[config.mk]
export PLATFORM = sky130hd
export DESIGN_NAME = game_sequencer
export DESIGN_NICKNAME = d
export VERILOG_FILES = /design/src/rtl/game_sequencer.sv
export SDC_FILE = /design/constraint.sdc
export NUM_CORES = 1
export LEC_CHECK = 0
export BUFFER_PORTS_ARGS = -buffer_cell sky130_fd_sc_hd__buf_2
export CAP_MARGIN = 5
export CORE_MARGIN = 2
export CORE_UTILIZATION = 55
export CTS_BUF_LIST = sky130_fd_sc_hd__clkbuf_4 sky130_fd_sc_hd__clkbuf_8
export DETAILED_ROUTE_END_ITERATION = 16
export GPL_ROUTABILITY_DRIVEN = 0
export PLACE_DENSITY = 0.83
export SKIP_LAST_GASP = 1
export SLEW_MARGIN = 15
export SYNTH_ARGS = -nofsm -noshare
export SYNTH_HDL_FRONTEND = slang
export SYNTH_SLANG_ARGS = --single-unit
[constraint.sdc]
create_clock -name i_Clk -period 5.9 [get_ports i_Clk]
set_clock_uncertainty 0.05 [all_clocks]
set_input_delay 0.295 -clock i_Clk [delete_from_list [all_inputs] [get_ports i_Clk]]
set_output_delay 0.295 -clock i_Clk [all_outputs]
set_load 0.05 [all_outputs]
[src/rtl/game_sequencer.sv]
// Frogger game controller: sequences idle/play/death/level-up/game-over phases,
// owns level and lives, and paces the car movement strobe by level.
module game_sequencer #(
   parameter int START_LIVES  = 3,
   parameter int MAX_LEVEL    = 99,
   parameter int BASE_PERIOD  = 30,
   parameter int MIN_PERIOD   = 4,
   parameter int DEATH_FRAMES = 60,
   parameter int WIN_FRAMES   = 60
) (
   input  logic       i_Clk,
   input  logic       i_Rst_L,
   input  logic       i_Start,
   input  logic       i_Frame_Tick,
   input  logic       i_Frog_Hit,
   input  logic       i_Frog_Home,
   output logic [2:0] o_State,
   output logic [6:0] o_Level,
   output logic [1:0] o_Lives,
   output logic       o_Move_En,
   output logic       o_Car_Step,
   output logic       o_Frog_Reset,
   output logic       o_Flash
);

   localparam logic [2:0] S_IDLE      = 3'd0;
   localparam logic [2:0] S_PLAY      = 3'd1;
   localparam logic [2:0] S_DYING     = 3'd2;
   localparam logic [2:0] S_LEVEL_UP  = 3'd3;
   localparam logic [2:0] S_GAME_OVER = 3'd4;

   localparam logic [6:0] LEVEL_ONE  = 7'd1;
   localparam logic [6:0] LEVEL_MAX  = 7'(MAX_LEVEL);
   localparam logic [1:0] LIVES_INIT = 2'(START_LIVES);
   localparam logic [6:0] DEATH_LAST = 7'(DEATH_FRAMES - 1);
   localparam logic [6:0] WIN_LAST   = 7'(WIN_FRAMES - 1);
   localparam logic [5:0] BASE_P     = 6'(BASE_PERIOD);
   localparam logic [5:0] MIN_P      = 6'(MIN_PERIOD);
   // Highest level whose unclamped period is still >= MIN_PERIOD.
   localparam logic [6:0] FAST_LEVEL = 7'((BASE_PERIOD - MIN_PERIOD) / 2 + 1);

   logic [2:0] state_q,      state_d;
   logic [6:0] level_q,      level_d;
   logic [1:0] lives_q,      lives_d;
   logic [6:0] timer_q,      timer_d;
   logic [5:0] step_cnt_q,   step_cnt_d;
   logic       start_q;
   logic       car_step_q,   car_step_d;
   logic       frog_reset_q, frog_reset_d;
   logic       flash_q,      flash_d;
   logic       move_en_q,    move_en_d;

   logic       start_edge_s;
   logic       entering_s;
   logic       play_entry_s;
   logic       phase_timed_s;
   logic [5:0] period_s;
   logic [5:0] period_last_s;

   assign start_edge_s  = i_Start & ~start_q;
   assign entering_s    = (state_d != state_q);
   assign play_entry_s  = entering_s & (state_d == S_PLAY);
   assign phase_timed_s = (state_q == S_DYING) | (state_q == S_LEVEL_UP);

   // Car step period from the current level; the clamp is decided on the level
   // so the 6-bit subtraction only runs where its true result is 1..63.
   always_comb begin
      if (level_q > FAST_LEVEL) begin
         period_s = MIN_P;
      end else begin
         period_s = BASE_P - {level_q[4:0], 1'b0} + 6'd2;
      end
      period_last_s = period_s - 6'd1;
   end

   // Phase sequencing together with the level and lives bookkeeping.
   always_comb begin
      state_d = state_q;
      level_d = level_q;
      lives_d = lives_q;
      case (state_q)
         S_IDLE: begin
            if (start_edge_s) begin
               state_d = S_PLAY;
               level_d = LEVEL_ONE;
               lives_d = LIVES_INIT;
            end else begin
               state_d = S_IDLE;
            end
         end
         S_PLAY: begin
            if (i_Frog_Hit) begin
               state_d = S_DYING;
               lives_d = (lives_q == 2'd0) ? 2'd0 : lives_q - 2'd1;
            end else if (i_Frog_Home) begin
               state_d = S_LEVEL_UP;
               level_d = (level_q >= LEVEL_MAX) ? LEVEL_MAX : level_q + 7'd1;
            end else begin
               state_d = S_PLAY;
            end
         end
         S_DYING: begin
            if (i_Frame_Tick && (timer_q == DEATH_LAST)) begin
               state_d = (lives_q == 2'd0) ? S_GAME_OVER : S_PLAY;
            end else begin
               state_d = S_DYING;
            end
         end
         S_LEVEL_UP: begin
            if (i_Frame_Tick && (timer_q == WIN_LAST)) begin
               state_d = S_PLAY;
            end else begin
               state_d = S_LEVEL_UP;
            end
         end
         S_GAME_OVER: begin
            if (start_edge_s) begin
               state_d = S_IDLE;
            end else begin
               state_d = S_GAME_OVER;
            end
         end
         default: begin
            state_d = S_IDLE;
         end
      endcase
   end

   // Phase timer, car step counter and the registered output strobes.
   always_comb begin
      if (entering_s) begin
         timer_d = 7'd0;
      end else if (phase_timed_s && i_Frame_Tick) begin
         timer_d = timer_q + 7'd1;
      end else begin
         timer_d = timer_q;
      end

      // >= so a count left beyond a shortened period fires instead of wrapping.
      car_step_d = (state_q == S_PLAY) & i_Frame_Tick & (step_cnt_q >= period_last_s);

      if (play_entry_s) begin
         step_cnt_d = 6'd0;
      end else if ((state_q == S_PLAY) && i_Frame_Tick) begin
         step_cnt_d = car_step_d ? 6'd0 : step_cnt_q + 6'd1;
      end else begin
         step_cnt_d = step_cnt_q;
      end

      frog_reset_d = play_entry_s;
      move_en_d    = (state_d == S_PLAY);
      flash_d      = (state_d == S_DYING) & timer_d[3];
   end

   // State and output registers with synchronous active-low reset.
   always_ff @(posedge i_Clk) begin
      if (!i_Rst_L) begin
         state_q      <= S_IDLE;
         level_q      <= LEVEL_ONE;
         lives_q      <= LIVES_INIT;
         timer_q      <= 7'd0;
         step_cnt_q   <= 6'd0;
         start_q      <= 1'b0;
         car_step_q   <= 1'b0;
         frog_reset_q <= 1'b0;
         flash_q      <= 1'b0;
         move_en_q    <= 1'b0;
      end else begin
         state_q      <= state_d;
         level_q      <= level_d;
         lives_q      <= lives_d;
         timer_q      <= timer_d;
         step_cnt_q   <= step_cnt_d;
         start_q      <= i_Start;
         car_step_q   <= car_step_d;
         frog_reset_q <= frog_reset_d;
         flash_q      <= flash_d;
         move_en_q    <= move_en_d;
      end
   end

   assign o_State      = state_q;
   assign o_Level      = level_q;
   assign o_Lives      = lives_q;
   assign o_Move_En    = move_en_q;
   assign o_Car_Step   = car_step_q;
   assign o_Frog_Reset = frog_reset_q;
   assign o_Flash      = flash_q;

endmodule

==> impl_metrics.toml, run 1 <==
[run_status]
status = "finished clean"

[timing]
maxSlewViolCount = 0
finalSetupViolCount = 0
period_needed_ns = 3.086
finalCritPeriodShare_pct = 52.30
max_slew_margin_pct = 40.26
fin_tns_setup_ns = 0
hold_viol = 0
rsz0062_at_grt = "false"
tightestPinTransition_ns = 0.8821
max_freq_ghz = 0.3240

[critical_path]
worstPathRequired_ns = 6.09
crit_fanout = 6
worstPathArrival_ns = 3.28
regToRegSetupSlack_ns = 2.81
cp_common_cell = "ha_1"
worst_setup_path_end_kind = "flop"
crit_chain = "inv_1 > ha_1 > o31a_1 > nor2b_1 > ha_1 > xor2_1 > ha_1 > a211oi_1 > o21ai_0 > o211ai_1 > a21oi_1 > and2_1"
slowest_delay_ns = 0.44
crit_slowest_cell = "dfxtp_1"
critical_path.startpoint_type = "flop"
critical_path_class = "flop to flop"

[synthesis]
synth.avg_cell_area_um2 = 8.262
synth_area_leaders = "dfxtp_1 35%, ha_1 8.0%, nand2_1 5.0%, a21oi_1 4.6%, xor2_1 4.1%"
synthTopCellsByCount = "30 x dfxtp_1, 23 x nand2_1, 16 x a21oi_1, 16 x nor2_1, 13 x o21ai_0"
async_reset_ff_share_pct = 0
ys_seq_area_share_pct = 34.78
synthesis.area_um2 = 1727
synth_top_area_share_pct = 34.78
synth_edf_count = 0
postSynthCellCount = 209
synth-main-ff-cell = "dfxtp_1"
yosysUniqueCellTypes = 44
synth_nets = 226
synth_most_common_cell = "dfxtp_1"
synth_largest_area_cell = "dfxtp_1"
ys_ff_latch = 30
ys_warn_count = 0

[route]
wl_per_cell_um = 12.70
dr.pass1.iters = 4
drt_wl_total_um = 3530
num_vias = 1573
drt-initial-drc-count = 80
vias_per_cell = 5.658
antenna_left = 0
drc = 0

[floorplanning]
coreArea_um2 = 3028
start_util_pct = 57.02
num_rows = 20
die_area_um2 = 3604
die_w_um = 60.03
io_pins = 22
fp.dieH_um = 60.03

[layout]
fin_nets = 250
layout-drive-gt1-share_pct = 14.96
fill_cells = 277
diodes = 0
multi_input_comb_area_um2 = 1074
syn2layout_area_growth_pct = 11.88
postLayoutCellArea_um2 = 1932
seqCellArea_um2 = 600.6

[clock_tree]
cts_buffer_depth = 2
cts_htree_levels = 2
clk_latency_ns = 0.34
cts_root_buf = "clkbuf_4"
cts_resized = 0
cts_sinks = 30
cts_buffers = 5
post_cts_buffers = 0
cts_hold_buf = 0
path_clk_slew_ns = 0.10
tritoncts = "yes"

[placement]
hpwl_um = 2628
dpl-instance-area_um2 = 1868
numPortBuffers = 21

[power_and_ir_drop]
vdd_drop_max_mv = 0.1287
power_leakage_nw = 0.8031
power.density_nw_per_um2 = 207.6

[global_routing]
antenna_found_initial = 0
overflow = 0
grt_pass1_vias = 1379
grt_max_degree = 13
grt_pass1_wl_um = 5878
grtUsageTotal_pct = 21.98

[min_path]
worstHoldPathType = "primary input to flop"

[job]
cap_violations = 0
-- placed cells by master (no fill, tap or decap), types with 2 or more instances in the layout --
| cell type | instances |
|---|---|
| a211oi_1 | 3 |
| a21oi_1 | 16 |
| a22oi_1 | 2 |
| a31oi_1 | 2 |
| and2_1 | 6 |
| buf_2 | 21 |
| clkbuf_4 | 6 |
| dfxtp_1 | 30 |
| ha_1 | 11 |
| inv_1 | 9 |
| nand2_1 | 23 |
| nand2b_1 | 4 |
| nand3_1 | 9 |
| nand3b_1 | 2 |
| nand4_1 | 7 |
| nand4b_1 | 2 |
| nor2_1 | 16 |
| nor2b_1 | 4 |
| nor3_1 | 9 |
| nor3b_1 | 2 |
| nor4_1 | 2 |
| o211ai_1 | 2 |
| o21a_1 | 2 |
| o21ai_0 | 13 |
| xnor2_1 | 3 |
| xor2_1 | 8 |
-- routing by layer --
layer,track usage [%],routed length [µm]
met2,34.01,1579
met3,3.896,158
met4,10.48,44
met1,29.53,1747
met5,0,0
-- flip-flops by register name, summed over array words and instances (netlist names) --
name and count:
o_Lives 2, o_Move_En 1, o_Frog_Reset 1, o_Car_Step 1, start_q 1, step_cnt_q 6, o_Level 7, o_Flash 1
timer_q 7, o_State 3
-- cells by family (layout without fill, tap and decap cells) --
family | count (synthesis) | count (layout) | share of synthesized area, %
DFF | 30 | 30 | 34.78
and+or+nand+nor | 94 | 94 | 29.56
buffers and inverters | 13 | 38 | 3.043
adders and majority gates | 11 | 11 | 7.971
AOI/OAI and AO/OA | 50 | 50 | 19.06
xor gates and xnor gates | 11 | 11 | 5.580
-- path summary, 6_finish.rpt --
path                endpoint  cells past startpoint  startpoint
setup / recovery  o_Car_Step                     12  o_Level[0]
hold reg to reg   timer_q[1]                      2  timer_q[1]
setup reg to reg  o_Car_Step                     12  o_Level[0]
hold / removal       start_q                      2     i_Start
-- critical path, delay by kind of cell, from the launching register on --
family | cells | cell delay, ns
buffers and inverters | 1 | 0.16
AND/OR/NAND/NOR | 2 | 0.34
XOR/XNOR | 1 | 0.18
AO/OA/AOI/OAI | 5 | 1.06
flip-flops | 1 | 0.44
adder cells (fa/ha/maj) | 3 | 0.77
-- metrics by stage --
step / util [%] / cells / hold WS [ns] / total power, W / setup slack, ns
CTS: 63.80 / 278 / 0.1354 / 0.0004061 / 2.828
finish: 63.80 / 278 / 0.1468 / 0.0004010 / 2.814
global placement: 61.69 / 270 / 0.4090 / 0.0002716 / 3.000
global route: 63.80 / 278 / 0.1476 / 0.0004211 / 2.528
detailed placement: 61.69 / 270 / 0.4120 / 0.0002718 / 2.839
floorplan: - / 209 / 0.3667 / 0.0002586 / 2.690
-- power by group --
part / internal [W] / switching [W] / total, W
clock: 0.0000623 / 0.0000711 / 0.000133
sequential: 0.000207 / 0.00000540 / 0.000212
combinational: 0.0000163 / 0.0000393 / 0.0000557
total: 0.000285 / 0.000116 / 0.000401
-- final cells by class --
cell class                 instances  area share [%]
timing repair buffer              21           5.440
multi-input combinational        166           55.57
clock inverter                     1          0.2591
sequential                        30           31.09
inverter                           9           1.749
tap                               44           2.850
clock buffer                       7           3.044
No activity file was read; power rests on OpenSTA's default activity.
==> run 2: changes to the inputs <==
- CORE_UTILIZATION: 55 -> 54
- PLACE_DENSITY: 0.83 -> 0.85
- clock period: 5.9 -> 2.6 ns (I/O delays scaled with it)
==> impl_metrics.toml, run 2 (synthesis results as in run 1) <==
[run_status]
status = "finished, violations left"
violations = "setup timing"

[critical_path]
worstPathArrival_ns = 2.82
worstPathRequired_ns = 2.79
critPathTopFamily = "compound AO/OA/AOI/OAI gates"
worst_setup_path_end_kind = "flop"
critPathBufInv = 2
crit_chain = "inv_6 > buf_6 > ha_4 > or2b_1 > a21oi_2 > o21ai_1 > xnor2_1 > nand2_1 > ha_2 > a211oi_2 > o21ai_1 > o211ai_1 > a21oi_2 > and2_1"
crit_fanout = 5
crit_slowest_cell = "dfxtp_4"
slowest_delay_ns = 0.38
critical_path.startpoint_type = "flop"
critical_path_class = "flop to flop"

[clock_tree]
cts_root_buf = "clkbuf_4"
cts_buffer_depth = 2
cts_sinks = 30
path_clk_slew_ns = 0.10
cts_htree_levels = 2
cts_buffers = 5
tritoncts = "yes"
clk_latency_ns = 0.34

[layout]
layout.cells.non_filler = 291
fin_nets = 263
syn2layout_area_growth_pct = 24.78
layout_commonest_cell = "dfxtp_1"
postLayoutCellArea_um2 = 2155
layout-drive-gt1-share_pct = 27.94
diodes = 0
fill_cells = 257
layout_common_cells = "24 x dfxtp_1, 22 x nand2_1, 21 x buf_2, 16 x nor2_1, 14 x a21oi_1"

[global_routing]
grt_pass1_wl_um = 6824
grt_max_degree = 13
overflow = 0
grtUsageTotal_pct = 25.23
grt_pass1_vias = 1561
antenna_found_initial = 0

[min_path]
worstHoldPathType = "primary input to flop"

[timing]
hold_viol = 0
tightestPinTransition_ns = 0.8721
fin_ws_ns = -0.02635
finalCritPeriodShare_pct = 101.0
hold-worst-slack_ns = 0.06067
finalSetupViolCount = 3
rsz0062_at_grt = "true"
fin_tns_setup_ns = -0.03201
max_slew_margin_pct = 40.94
period_needed_ns = 2.626
maxSlewViolCount = 0
max_freq_ghz = 0.3808

[job]
cap_violations = 0

[floorplanning]
num_rows = 20
die_area_um2 = 3666
coreArea_um2 = 3053
fp.dieH_um = 60.55
die_w_um = 60.55
io_pins = 22
start_util_pct = 56.56

[route]
drt-initial-drc-count = 93
wl_per_cell_um = 14.78
drt_wl_total_um = 4302
antenna_left = 0
dr.pass1.iters = 5
num_vias = 1680
vias_per_cell = 5.773
drc = 0

[placement]
numPortBuffers = 21
dp_cells = 277
dpl-instance-area_um2 = 1944
hpwl_um = 2942

[power_and_ir_drop]
power_leakage_nw = 0.8709
power.density_nw_per_um2 = 428.8
vdd_drop_max_mv = 0.3345
power_w = 0.0009239
[run 2: cell types whose count changed in the layout (fill, tap and decap cells not counted), sizes merged]
cell,before,now
dlygate4sd3,0,1
inv,9,10
buf,21,33
clkbuf,7,6
[run 2: repair_timing]
action                                  in CTS  in global routing
resized for setup                            1                 17
endpoints found under the setup margin       6                  7
pin swaps                                    4                 13
buffers inserted                             1                  4
cloned                                       0                  0
hold buffers                                 1                  0
hold endpoints to repair                     1                  0
[run 2: metal layers]
| metal | track usage [%] | up-vias | routed length (µm) |
|---|---|---|---|
| li1 | - | 837 | - |
| met1 | 32.85 | 793 | 1938 |
| met2 | 40.84 | 44 | 2088 |
| met3 | 5.970 | 6 | 212 |
| met4 | 9.627 | 0 | 62 |
| met5 | 0 | - | 0 |
[run 2: worst paths after layout]
kind / from / to / slack (ns) / cells after the start
worst max-delay path: o_Level[0] / o_Car_Step / -0.03 / 14
worst max register to register: o_Level[0] / o_Car_Step / -0.03 / 14
worst min register to register: timer_q[1] / timer_q[1] / 0.43 / 2
worst min-delay path: i_Rst_L / o_Lives[1] / 0.06 / 2
[run 2: metrics by stage]
stage,setup WS (ns),util [%]
after global placement,0.05321,63.69
after detailed placement,-0.008443,63.69
final,-0.02635,70.57
after floorplan,0.01572,-
after CTS,0.003933,66.48
after global routing,-0.1664,70.57
[run 2: area by class of cell]
class	count	area, µm²	share of cell area [%]
Sequential cell	30	613.1	28.46
Multi-Input combinational cell	166	1176	54.59
Clock buffer	6	51.30	2.381
Inverter	9	38.79	1.800
Timing Repair Buffer	34	209.0	9.698
Tap cell	44	55.05	2.555
Clock inverter	2	11.26	0.5226
[run 2: power by group]
part           total [W]  switching [W]  internal (W)
logic           0.000139      0.0000972     0.0000422
clock network   0.000306       0.000175      0.000131
registers       0.000479      0.0000119      0.000467
total           0.000924       0.000284      0.000640
==> run 3: changes to the inputs <==
- ABC_AREA: not set -> 1
- CORE_MARGIN: 2 -> not set
==> impl_metrics.toml, run 3 <==
[floorplanning]
start_util_pct = 58.81
die_w_um = 60.60
die_area_um2 = 3672
num_rows = 20
fp.dieH_um = 60.60
io_pins = 22
coreArea_um2 = 3153

[critical_path]
worstPathArrival_ns = 2.75
critical_path_class = "flop to flop"
crit_end = "step_cnt_q[0]"
regToRegEndpoint = "step_cnt_q[0]"
regToRegSetupSlack_ns = 0.03
critical_path.startpoint_type = "flop"
worst_setup_path_end_kind = "flop"
crit_chain = "ha_4 > inv_2 > a31oi_4 > inv_2 > nor2_4 > ha_4 > nand2_2 > inv_2 > nand2_2 > xnor2_2 > ha_1 > nand2_1 > inv_1 > nand3_1 > o211ai_1 > nor2_1 > o21ai_1 > nor2_2"
worstPathRequired_ns = 2.78
slowest_delay_ns = 0.42
crit_fanout = 6
crit_start = "o_Level[1]"
crit_slowest_cell = "dfxtp_4"
r2r_start = "o_Level[1]"
r2r_cells = 18
cp_common_cell = "inv_2"

[synthesis]
synth_edf_count = 0
synth.avg_cell_area_um2 = 7.300
synth_area_leaders = "dfxtp_1 32%, nand2_1 8.1%, ha_1 7.4%, inv_1 7.3%, nor2_1 5.9%"
yosysUniqueCellTypes = 37
async_reset_ff_share_pct = 0
synth_largest_area_cell = "dfxtp_1"
synth_nets = 271
synth-main-ff-cell = "dfxtp_1"
ys_ff_latch = 30
ys_warn_count = 0
synthesis.area_um2 = 1854
ys_seq_area_share_pct = 32.39
synth_top_area_share_pct = 32.39
postSynthCellCount = 254
synthTopCellsByCount = "40 x nand2_1, 36 x inv_1, 30 x dfxtp_1"
synth_most_common_cell = "nand2_1"

[route]
vias_per_cell = 5.224
wl_per_cell_um = 12.01
drt-initial-drc-count = 80
antenna_left = 0
dr.pass1.iters = 4
num_vias = 1771
drt_wl_total_um = 4073
drc = 0

[global_routing]
grtUsageTotal_pct = 23.64
grt_max_degree = 11
antenna_found_initial = 0
overflow = 0
grt_pass1_wl_um = 6382
grt_pass1_vias = 1507

[timing]
fin_ws_ns = 0.02538
max_freq_ghz = 0.3884
hold_viol = 0
finalCritPeriodShare_pct = 99.02
period_needed_ns = 2.575
fin_tns_setup_ns = 0
finalSetupViolCount = 0
rsz0062_at_grt = "true"
max_slew_margin_pct = 72.43
tightestPinTransition_ns = 0.4107
maxSlewViolCount = 0

[power_and_ir_drop]
power.density_nw_per_um2 = 464.7
vdd_drop_max_mv = 0.3569
power_leakage_nw = 1.009
power_w = 0.001055

[layout]
diodes = 0
syn2layout_area_growth_pct = 22.40
fill_cells = 260
layout_common_cells = "36 x nand2_1, 31 x inv_1, 26 x nor2_1, 23 x dfxtp_1, 21 x buf_2"
multi_input_comb_area_um2 = 1166
layout_commonest_cell = "nand2_1"
seqCellArea_um2 = 619.3
fin_nets = 311
layout-drive-gt1-share_pct = 35.59

[min_path]
worstHoldPathType = "primary input to flop"

[clock_tree]
cts_root_buf = "clkbuf_4"
tritoncts = "yes"
path_clk_slew_ns = 0.09
cts_htree_levels = 2
clk_latency_ns = 0.33
cts_sinks = 30
cts_buffers = 5
cts_buffer_depth = 2

[run_status]
status = "finished clean"

[placement]
numPortBuffers = 21
hpwl_um = 2690
pre_cts_ws_ns = -0.07476

[job]
cap_violations = 0
==> run 3: cell families after synthesis <==
family	Yosys count	synth area share, %
compound gates	39	12.89
xor+xnor	7	3.306
fa+ha+maj	11	7.422
buf+inv	42	9.446
flops	30	32.39
simple gates	125	34.55
==> run 3: area by class of cell <==
type,instances,share of cell area [%]
clock buffer,7,2.591
clock inverter,1,0.2205
inverter,40,6.725
multi-input combinational,182,51.38
sequential,30,27.29
tap,44,2.426
timing repair buffer,35,9.372
==> run 3: metal layers <==
| metal | GRT usage (%) | up-vias | wire [µm] | share of wire [%] |
|---|---|---|---|---|
| li1 | - | 906 | - | - |
| met1 | 28.74 | 798 | 1774 | 44 |
| met2 | 39.09 | 59 | 2052 | 50 |
| met3 | 7.249 | 8 | 192 | 4.7 |
| met4 | 9.416 | 0 | 53 | 1.3 |
| met5 | 0 | - | 0 | 0 |
==> run 3: stage by stage <==
step | hold WS, ns | area, µm² | cells | utilization, %
4_1_cts | 0.05899 | 2172 | 335 | 68.89
3_3_place_gp | 0.2757 | 2036 | 321 | 64.56
5_1_grt | 0.07359 | 2270 | 339 | 71.98
3_5_place_dp | 0.2934 | 2036 | 321 | 64.56
2_1_floorplan | 0.1735 | 1871 | 254 | -
6_report | 0.08172 | 2270 | 339 | 71.98
==> run 3: power breakdown <==
group / total, W / internal [W] / switching (W)
sequential: 0.000485 / 0.000470 / 0.0000147
combinational: 0.000273 / 0.0000924 / 0.000180
clock: 0.000297 / 0.000141 / 0.000156
total: 0.00105 / 0.000704 / 0.000351
==> run 3: how the worst min path moves through the flow <==
stage / slack, ns / cells past startpoint / end / startpoint
detailed placement: 0.29 / 3 / start_q / i_Start
finish: 0.08 / 3 / timer_q[0] / i_Frame_Tick
global placement: 0.28 / 3 / start_q / i_Start
floorplan: 0.17 / 2 / start_q / i_Start
global route: 0.07 / 3 / o_Level[3] / i_Rst_L
CTS: 0.06 / 2 / o_Level[0] / i_Rst_L
==> run 3: timing repair <==
item / 4_1_cts / 5_1_grt
endpoints found under the hold margin: 1 / 0
buffers inserted: 5 / 4
resized for setup: 9 / 16
pin swaps: 15 / 12
setup endpoints to repair: 6 / 7
hold buffers: 1 / 0
==> run 3: worst max-delay path, delay by kind of cell, from the launching register on <==
family | cells | cell delay (ns)
buffers and inverters | 4 | 0.25
flip-flops | 1 | 0.42
adder cells (fa/ha/maj) | 3 | 0.58
XOR/XNOR | 1 | 0.12
AND/OR/NAND/NOR | 7 | 0.46
AO/OA/AOI/OAI | 3 | 0.58
